## src/rtl/wl_ctrl_pkg.sv

```systemverilog
// Shared types and constants for the wordline pulse controller.
//   wl_state_t : controller sequence states
//   CNT_W      : width of the shared PRE/DRIVE down-counter
package wl_ctrl_pkg;

  typedef enum logic [1:0] {
    ST_IDLE,
    ST_PRE,
    ST_DRIVE,
    ST_REC
  } wl_state_t;

  localparam int unsigned CNT_W = 8;

endpackage

```

## src/rtl/wl_onehot_dec.sv

```systemverilog
// Combinational row decoder: one-hot select of the addressed row, or all
// zero when disabled or when the address is beyond the last row.
//   en  : decode enable
//   adr : row address
//   wl  : one-hot / zero row select
module wl_onehot_dec #(
  parameter int unsigned ROWS  = 16,
  parameter int unsigned ADR_W = $clog2(ROWS)
) (
  input  logic             en,
  input  logic [ADR_W-1:0] adr,
  output logic [ROWS-1:0]  wl
);

  // Rows that do not exist never match, so out-of-range decodes to zero.
  always_comb begin
    wl = '0;
    for (int i = 0; i < ROWS; i++) begin
      if (en && (adr == ADR_W'(i))) wl[i] = 1'b1;
    end
  end

endmodule

```

## src/rtl/wl_pulse_ctrl.sv

```systemverilog
// Wordline pulse controller: accepts row-access commands over ready/valid,
// keeps one command active and one buffered, and runs each through
// precharge -> drive -> recovery, routing IN onto WL[ADR] or onto WB.
//   clk, rst     : clock, synchronous active-high reset
//   req / ready  : command handshake (transfer on req && ready)
//   in, sel_wb,
//   adr          : command payload (level, WB target, row address)
//   wl, wb       : driven row lines / write-bit line
//   pre          : precharge enable
//   done, err    : end-of-command pulse, out-of-range address flag
module wl_pulse_ctrl
  import wl_ctrl_pkg::*;
#(
  parameter int unsigned ROWS      = 16,
  parameter int unsigned ADR_W     = $clog2(ROWS),
  parameter int unsigned PRE_CYC   = 1,
  parameter int unsigned PULSE_CYC = 2
) (
  input  logic             clk,
  input  logic             rst,
  input  logic             req,
  output logic             ready,
  input  logic             in,
  input  logic             sel_wb,
  input  logic [ADR_W-1:0] adr,
  output logic [ROWS-1:0]  wl,
  output logic             wb,
  output logic             pre,
  output logic             done,
  output logic             err
);

  localparam logic [CNT_W-1:0] PRE_LD   = CNT_W'(PRE_CYC - 1);
  localparam logic [CNT_W-1:0] PULSE_LD = CNT_W'(PULSE_CYC - 1);
  localparam logic [ADR_W:0]   ROW_LIM  = (ADR_W + 1)'(ROWS);

  wl_state_t        state;
  logic [CNT_W-1:0] cnt;

  logic             cur_in;
  logic             cur_sel;
  logic [ADR_W-1:0] cur_adr;

  logic             pend_vld;
  logic             pend_in;
  logic             pend_sel;
  logic [ADR_W-1:0] pend_adr;

  logic             xfer;
  logic             start;
  logic             pend_load;
  logic             pend_drain;
  logic             cur_oor;

  // Command about to enter DRIVE (or be launched) and its decoded lines.
  logic             l_in;
  logic             l_sel;
  logic [ADR_W-1:0] l_adr;
  logic             l_wb;
  logic [ROWS-1:0]  dec_wl;

  assign xfer       = req & ready;
  assign pend_drain = (state == ST_REC) & pend_vld;
  // A new command launches from IDLE, or straight out of REC (buffered first).
  assign start      = ((state == ST_IDLE) & xfer) |
                      ((state == ST_REC) & (pend_vld | xfer));
  assign pend_load  = xfer & ((state == ST_PRE) | (state == ST_DRIVE));
  assign cur_oor    = ~cur_sel & ({1'b0, cur_adr} >= ROW_LIM);

  // Select which command the decoder sees: the active one when leaving PRE,
  // the buffered one when it is launched from REC, otherwise the input.
  always_comb begin
    l_in  = in;
    l_sel = sel_wb;
    l_adr = adr;
    if (state == ST_PRE) begin
      l_in  = cur_in;
      l_sel = cur_sel;
      l_adr = cur_adr;
    end else if (pend_drain) begin
      l_in  = pend_in;
      l_sel = pend_sel;
      l_adr = pend_adr;
    end
  end

  assign l_wb = l_in & l_sel;

  wl_onehot_dec #(
    .ROWS  (ROWS),
    .ADR_W (ADR_W)
  ) u_dec (
    .en  (l_in & ~l_sel),
    .adr (l_adr),
    .wl  (dec_wl)
  );

  // Sequencer, command storage and registered outputs.
  always_ff @(posedge clk) begin
    if (rst) begin
      state    <= ST_IDLE;
      cnt      <= '0;
      cur_in   <= 1'b0;
      cur_sel  <= 1'b0;
      cur_adr  <= '0;
      pend_vld <= 1'b0;
      pend_in  <= 1'b0;
      pend_sel <= 1'b0;
      pend_adr <= '0;
      ready    <= 1'b0;
      wl       <= '0;
      wb       <= 1'b0;
      pre      <= 1'b0;
      done     <= 1'b0;
      err      <= 1'b0;
    end else begin
      ready <= ~pend_vld;
      wl    <= '0;
      wb    <= 1'b0;
      pre   <= 1'b0;
      done  <= 1'b0;
      err   <= 1'b0;

      if (pend_load) begin
        pend_vld <= 1'b1;
        pend_in  <= in;
        pend_sel <= sel_wb;
        pend_adr <= adr;
        ready    <= 1'b0;
      end

      case (state)
        ST_IDLE: begin
        end
        ST_PRE: begin
          if (cnt == '0) begin
            state <= ST_DRIVE;
            cnt   <= PULSE_LD;
            wl    <= dec_wl;
            wb    <= l_wb;
          end else begin
            cnt <= cnt - CNT_W'(1);
            pre <= 1'b1;
          end
        end
        ST_DRIVE: begin
          if (cnt == '0) begin
            state <= ST_REC;
            done  <= 1'b1;
            err   <= cur_oor;
          end else begin
            cnt <= cnt - CNT_W'(1);
            wl  <= wl;
            wb  <= wb;
          end
        end
        ST_REC: begin
          state <= ST_IDLE;
        end
        default: begin
          state <= ST_IDLE;
        end
      endcase

      // Launch overrides the state update above.
      if (start) begin
        cur_in  <= l_in;
        cur_sel <= l_sel;
        cur_adr <= l_adr;
        if (pend_drain) begin
          pend_vld <= 1'b0;
          ready    <= 1'b1;
        end
        if (PRE_CYC == 0) begin
          state <= ST_DRIVE;
          cnt   <= PULSE_LD;
          wl    <= dec_wl;
          wb    <= l_wb;
        end else begin
          state <= ST_PRE;
          cnt   <= PRE_LD;
          pre   <= 1'b1;
        end
      end
    end
  end

endmodule

```

## config.mk

```make
export PLATFORM = sky130hd
export DESIGN_NAME = wl_pulse_ctrl
export DESIGN_NICKNAME = d
export VERILOG_FILES = /design/src/rtl/wl_ctrl_pkg.sv /design/src/rtl/wl_onehot_dec.sv /design/src/rtl/wl_pulse_ctrl.sv
export SDC_FILE = /design/constraint.sdc
export NUM_CORES = 1
export LEC_CHECK = 0
export ABC_AREA = 1
export ABC_CLOCK_PERIOD_IN_PS = 2200
export CAP_MARGIN = 20
export CORE_UTILIZATION = 40
export CTS_CLUSTER_SIZE = 25
export DETAILED_ROUTE_END_ITERATION = 8
export GPL_TIMING_DRIVEN = 0
export PLACE_DENSITY_LB_ADDON = 0.12
export RECOVER_POWER = 100
export SLEW_MARGIN = 20
export SYNTH_ARGS = -nofsm -noshare
export SYNTH_HDL_FRONTEND = slang
export SYNTH_SLANG_ARGS = --single-unit
```

## constraint.sdc

```tcl
create_clock -name clk -period 2.2 [get_ports clk]
set_input_delay 0.44 -clock clk [delete_from_list [all_inputs] [get_ports clk]]
set_output_delay 0.44 -clock clk [all_outputs]
set_load 0.02 [all_outputs]
```

==> flow_results.org <==
** Run status
- Outcome :: finished clean

** Power
- Switch share :: 0.424
- Power dissipated by switching net loads :: 1170 µW
- Across the VDD grid, the largest voltage drop is 0.511 mV.
- The share of total power dissipated in the clock network is 0.185.
- Logic gate share of total power :: 0.449
- Cell-internal power :: 1590 µW
- Part of the total power dissipated in sequential elements :: 0.365
- Leakage power total :: 0.00111 µW
- Dividing total power by cell area gives a power density of 1080 nW/µm².

** Worst setup path
- Arrival time of data at the critical path endpoint :: 2040 ps
- The slowest stage of the critical path belongs to the cell nor2_1.
- Data required time at the worst endpoint :: 2380 ps
- Together, buffers and inverters on the worst path number 3.
- Worst setup path end :: cnt[0]
- Kind of cell adding the most delay to the critical path :: simple AND/OR/NAND/NOR gates
- Worst stage delay on the critical path :: 400 ps
- Cell Chain, Critical Path :: inv_1 > ha_1 > clkbuf_2 > nor2_1 > nor2_1 > inv_1 > o21ai_0 > a21oi_1
- R2r setup slk :: 330 ps
- Worst reg2reg path endpoint :: cnt[0]
- Launching instance or port of the critical path :: state[1]
- STA classifies the critical path endpoint as a flip-flop.
- The critical path runs through a total of 8 cells.
- Startpoint types :: flip-flop
- Along the worst path, the maximum fanout reaches 10.
- Logic depth of the worst register-to-register path :: 8
- The critical path in this run is classified as flip-flop to flip-flop.
- Startpoint of the lowest-slack register-to-register path :: state[1]

** STA
- RSZ-0062 raised after global routing :: false
- For the finished layout, the period the worst path requires is 1870 ps.
- The final number of hold-violating endpoints is 0.
- For the pin with the worst max-slew slack, the measured transition is 526 ps.
- The worst path meets setup with 334 ps of slack.
- Slew Limit Fails :: 0
- Headroom to the max-slew limit :: 0.649
- For the final database, setup skew stands at 6.31 ps.
- Post-route clock period utilization :: 0.848
- Final TNS setup :: 0 ps
- Achievable frequency :: 536 MHz
- Final setup fails :: 0

** Floorplan
- The core region is 5110 µm².
- During I/O placement, the number of pins put on the boundary was 30.
- The die covers 5620 µm².
- The floorplan has 26 rows.
- For this configuration, the core starts out at a cell density of 0.417.
- Height of the die :: 75.0 µm
- Die Wd :: 75.0 µm

** Run
- Max-cap violations in this run came to 0.

** Finish
- The number of antenna diodes in the final layout is 0.
- Post-synthesis to final-layout area growth :: 20.2%
- Of the cells placed in the final design, the portion with a size suffix greater than 1 is 0.0678.
- After the last flow step, the layout net total stands at 356.

** Logic synthesis
- Fraction of the mapped netlist area in simple logic gates :: 0.292
- The compound-cell area share of the yosys netlist was 0.143.
- Post-synthesis instance total :: 304
- The share of the Yosys chip area taken by registers is 0.404.
- Mux cell area share after synthesis :: 0
- By area, the combinational part of the netlist is dominated by simple AND/OR/NAND/NOR gates.
- When the netlist entered floorplanning its net count stood at 321.
- Post-synthesis xor/xnor area fraction :: 0.00823
- Average size of a mapped cell :: 7.01 µm²
- The Yosys step of the flow raised 0 warnings.
- Yosys mapped the design onto 26 distinct sky130hd cell types.
- Of the total synthesized cell area, the portion taken by full adders, half adders and majority gates is 0.0470.
- Number of synthesized register bits :: 43
- Post-Syn Area :: 2130 µm²

** GRT
- Total congestion overflow after global routing :: 0
- Wire length of the first global-routing pass :: 7850 µm
- Entering global routing, the biggest net connects 13 pins.
- For this run, the total global-route usage over all layers was measured as 0.183.
- Number of antenna violations at the first check in global routing :: 0
- Via count of the first global-routing pass :: 1692

** Routing
- For this block, the routed nets add up to 4460 µm of wire.
- Count of nets left with antenna violations after detail routing :: 0
- Routed via count divided by cell count :: 4.74
- Via total after detailed routing :: 1939
- For this run, design rule violations remaining after detail routing come to 0.
- The first TritonRoute pass finished after 4 iterations.
- The first routing iteration left 128 violations.
- In the final routed layout, each cell accounts on average for 10.9 µm.

** Clock tree
- TritonCTS created 5 clock buffers.
- Number of setup buffers added after CTS :: 0
- The number of gates resized after CTS was 0.
- Clock buffer depth :: 2
- Number of clock sinks :: 43
- After clock tree synthesis, the flow added hold-fix buffers numbering 0.
- CTS built an H-tree with a depth of 2.
- Worst-skew pair later-pin latency :: 290 ps
- After clock tree synthesis, the clock-pin slew on the worst setup and hold paths is 80 ps.
- TritonCTS built the clock tree.
- Root buffer cell :: clkbuf_8

** Worst hold path
- In this run the worst hold path is classified as flip-flop to flip-flop.

** Placement
- Worst setup slack after placement :: 204 ps
- Once detailed placement completed, the half-perimeter wirelength came to 3410 µm.
- Buffers placed on the I/O ports in this run total 28.
- Global placer's final weighted congestion :: 0.750
-- cell usage in the layout, fill, tap and decap left out, types with 2 or more instances in the layout --
cell type	synthesis	layout
clkdlybuf4s50_1	0	7
nand3_1	34	35
o22ai_1	5	5
nand2_1	75	77
nor2_1	18	21
ha_1	8	8
dfxtp_1	43	43
o21ai_0	13	13
nor2_2	8	6
xor2_1	2	2
nand2_2	4	2
inv_1	39	39
dlygate4sd3_1	0	21
clkbuf_8	0	6
buf_6	2	2
buf_4	4	3
clkbuf_1	2	3
a21oi_1	36	36
-- cell usage after synthesis --
cell type | number | area share
inv_2 | 1 | 0.0018
nor2_1 | 18 | 0.032
nor2_2 | 8 | 0.024
clkbuf_1 | 2 | 0.0035
nand2_2 | 4 | 0.012
a21oi_1 | 36 | 0.085
o31ai_1 | 1 | 0.0035
inv_1 | 39 | 0.069
conb_1 | 1 | 0.0018
nor2_4 | 1 | 0.0053
buf_2 | 1 | 0.0023
o22ai_1 | 5 | 0.015
dfxtp_1 | 43 | 0.40
buf_6 | 2 | 0.011
nand3_1 | 34 | 0.080
ha_1 | 8 | 0.047
nand4_1 | 1 | 0.0029
a31oi_1 | 1 | 0.0029
buf_4 | 4 | 0.014
a211oi_1 | 1 | 0.0035
nand3_2 | 1 | 0.0047
nand2_1 | 75 | 0.13
clkinv_2 | 1 | 0.0023
xor2_1 | 2 | 0.0082
o21ai_0 | 13 | 0.031
o21a_1 | 1 | 0.0035
-- flip-flops by register name, indices dropped and copies added (netlist names) --
signal and cells:
cur_sel 1, pre 1, wb 1, cur_adr 4, done 1, pend_in 1
cnt 8, state 2, pend_vld 1, wl 16, pend_sel 1, pend_adr 4
cur_in 1, ready 1
-- layout make-up --
class	count	area, µm²
plain buffers	9	61.3
clock inverters	1	5.00
flip-flops and latches	43	861
multi-input cells	211	1030
fillers	531	2550
well taps	70	87.6
repair buffers	28	280
clock buffers	6	82.6
inverters	41	155
-- worst min-delay path by stage --
| stage | from | endpoint | slack [ps] | depth (start not counted) |
|---|---|---|---|---|
| 6_report | wl[9] | wl[9] | 460 | 2 |
| 5_1_grt | wl[5] | wl[5] | 480 | 2 |
| 4_1_cts | pend_in | pend_in | 470 | 2 |
| 3_5_place_dp | pend_in | pend_in | 450 | 2 |
| 3_3_place_gp | pend_in | pend_in | 450 | 2 |
| 2_1_floorplan | pend_in | pend_in | 430 | 2 |
-- tightest hold or removal path: cells and delay by family (launching register included) --
family          cells  cell delay [ps]
flops               1              310
simple gates        1               50
compound gates      1               50
-- power groups by stage --
stage          Sequential, µW  Combinational, µW  Clock (µW)
2_1_floorplan            1020               1060           0
3_3_place_gp             1020               1330           0
3_5_place_dp             1020               1330           0
4_1_cts                  1010               1340         532
5_1_grt                  1020               1450         565
6_report                 1010               1240         510
-- kinds of logic after synthesis --
logic type,count (synthesis)
fa+ha+maj,8
other cells,1
compound gates,58
simple gates,142
flops,43
xor+xnor,2
buf+inv,50
-- routing by layer --
metal / wire length (µm) / vias to the layer above / GRT usage / part of all wire
li1: - / 1044 / - / -
met1: 2290 / 847 / 0.264 / 0.51
met2: 1930 / 41 / 0.267 / 0.43
met3: 174 / 7 / 0.0428 / 0.039
met4: 70 / 0 / 0.0650 / 0.016
met5: 0 / - / 0 / 0
-- through the flow --
step | cell area (µm²) | total power, µW | hold WS (ps) | instances | utilization
after detailed placement | 2500 | 2350 | 454 | 402 | 0.489
final | 2560 | 2760 | 460 | 409 | 0.501
after global placement | 2500 | 2350 | 446 | 402 | 0.489
after global routing | 2560 | 3040 | 478 | 409 | 0.501
after CTS | 2580 | 2870 | 466 | 409 | 0.506
after floorplan | 2130 | 2070 | 430 | 304 | -
No activity file was read; power rests on OpenSTA's default activity.
==> patch: new RTL, same settings <==
`ROWS` is set to 16 in 2 places; all go to 8.
--- a/src/rtl/wl_onehot_dec.sv
+++ b/src/rtl/wl_onehot_dec.sv
@@ -4,7 +4,7 @@
 //   adr : row address
 //   wl  : one-hot / zero row select
 module wl_onehot_dec #(
-  parameter int unsigned ROWS  = 16,
+  parameter int unsigned ROWS  = 8,
   parameter int unsigned ADR_W = $clog2(ROWS)
 ) (
   input  logic             en,
--- a/src/rtl/wl_pulse_ctrl.sv
+++ b/src/rtl/wl_pulse_ctrl.sv
@@ -11,7 +11,7 @@
 module wl_pulse_ctrl
   import wl_ctrl_pkg::*;
 #(
-  parameter int unsigned ROWS      = 16,
+  parameter int unsigned ROWS      = 8,
   parameter int unsigned ADR_W     = $clog2(ROWS),
   parameter int unsigned PRE_CYC   = 1,
   parameter int unsigned PULSE_CYC = 2
Ports: changed (resized adr and wl); port bits go from 30 to 21. No check against the original RTL was run, so the function may have changed too.
==> patch against the unedited design <==
Wire length fell by 21%. Die area fell by 20%. Combinational power is 19% higher. Non-clock buffer count down 14. Power up 5.2%. Cell area is 20% lower. Clock skew is 0.0045 ns lower. Synthesized cell count fell by 20%. Final cell count is 22% lower. Global-route usage down 0.71 points. Sequential cell count decreased by 10. Setup slack improved by 0.031 ns. Area after synthesis down 20%. Largest power group unchanged. Highest routed layer unchanged.
==> patch: results (changes against the unedited design) <==
status: "finished, final reports clean"
r2r_cells: 9  # +1
drtPass1Iterations: 4  # unchanged
synth_cell_types: 26  # unchanged
clk_pin_slew_ns: 0.07
synth_xor_area_frac: 0.0154  # +0.00720
critical_path_class: "reg2reg"
p_per_area_nw_per_um2: 1410  # +31%
port_buffers: 19  # -32%
clk_path_buf_depth: 2  # unchanged
fin_nets: 284  # -20%
rrSetupSlack_ns: 0.36  # +0.03 ns
yosys_warnings: 0  # unchanged
syn_nets: 258  # -20%
power_switching_mw: 1.28  # +9.2%
cts_root_buf: "clkbuf_8"
synth_compound_area_frac: 0.123  # -0.0207
tightest_slew_ns: 0.557  # +0.0306 ns
drive_gt1_frac: 0.0743  # +0.00650
numCtsBuffers: 5  # unchanged
n_antenna_cell: 0  # unchanged
grt_pass1_wl_mm: 5.95  # -24%
critPathArrivalTime_ns: 2.05
top_regs: "cnt (8), wl (8)"
r2r_end: "wl[5]$_SDFFE_PP0P_"
synthAdderAreaFrac: 0.0588  # +0.0118
path_delay_family: "simple AND/OR/NAND/NOR gates"
yosysSeqAreaShare: 0.388  # -0.0163
htree_levels: 2  # unchanged
async_flop_share: 0  # unchanged
gp_congestion: 0.784  # +4.6%
cp_slowest_cell: "dfxtp_1"
cts_resized: 0  # unchanged
grtUsageTotal: 0.176  # -0.00710
drtIter0Drc: 68  # -47%
min_path_type: "reg2reg"
routedWlPerCell_um: 11.0  # +0.76%
grt_max_degree: 11  # -2
worstSetupEndpoint: "wl[5]$_SDFFE_PP0P_"
insertion_delay_ns: 0.28
power.static_leakage_nw: 0.904  # -19%
worstHoldPathCells: 2  # unchanged
p_comb_frac: 0.509  # +0.060
synth_top_cells_by_area: "dfxtp_1 39%, nand2_1 13%, nand3_1 7.6%, a21oi_1 6.5%, nor2_1 6.0%"
worstHoldStart: "pend_sel$_SDFFE_PP0P_"
synth.area.mux_share: 0  # unchanged
vias_per_cell: 4.81  # +1.4%
max-vdd-ir-drop_mv: 0.688  # +35%
fin_skew_ns: 0.00177  # -0.00455 ns
yosysTopAreaCell: "dfxtp_1"
critPathMaxFanout: 10  # unchanged
r2r_start: "state[1]$_SDFFE_PP0P_"
hpwl_mm: 2.61  # -24%
ys_top_cells_by_count: "60 x nand2_1, 33 x dfxtp_1, 27 x nor2_1, 26 x nand3_1, 25 x inv_1"
worstHoldEndpoint: "pend_sel$_SDFFE_PP0P_"
p_seq_mw: 0.833  # -18%
max_stage_delay_ns: 0.35  # -0.05 ns
antenna_found_initial: 0  # unchanged
postCtsSetupRepairBufs: 0  # unchanged
grt_pass1_vias: 1330  # -21%
==> patch: worst reg2reg max path: cells and delay by family, from the launching register on <==
kind	cells	cell delay [ns]
flops	1	0.35
buf+inv	3	0.53
simple gates	4	0.59
fa+ha+maj	1	0.15
compound gates	1	0.13
==> patch: metrics by stage <==
step           instance area [sq um]  cells  setup WS (ns)  hold WS, ns
2_1_floorplan                   1700    242          0.715        0.424
3_3_place_gp                    1960    311          0.289        0.444
3_5_place_dp                    1960    311          0.301        0.445
4_1_cts                         2070    319          0.462        0.456
5_1_grt                         2050    319          0.182        0.485
6_report                        2050    319          0.365        0.457
==> patch: final cells by class <==
class	count	area, sq um
fillers	433	2000
inverters	26	97.6
clock buffers	7	86.3
well taps	50	62.6
clock inverters	1	30.0
plain buffers	4	20.0
repair buffers	19	190
multi-input cells	179	907
flip-flops and latches	33	661
==> patch: layer usage <==
layer  track usage  vias up  routed length, um
met5             0        -                  0
met2         0.261       26               1500
met1         0.244      673               1840
li1              -      828                  -
met4        0.0559        0                 44
met3        0.0507        6                124
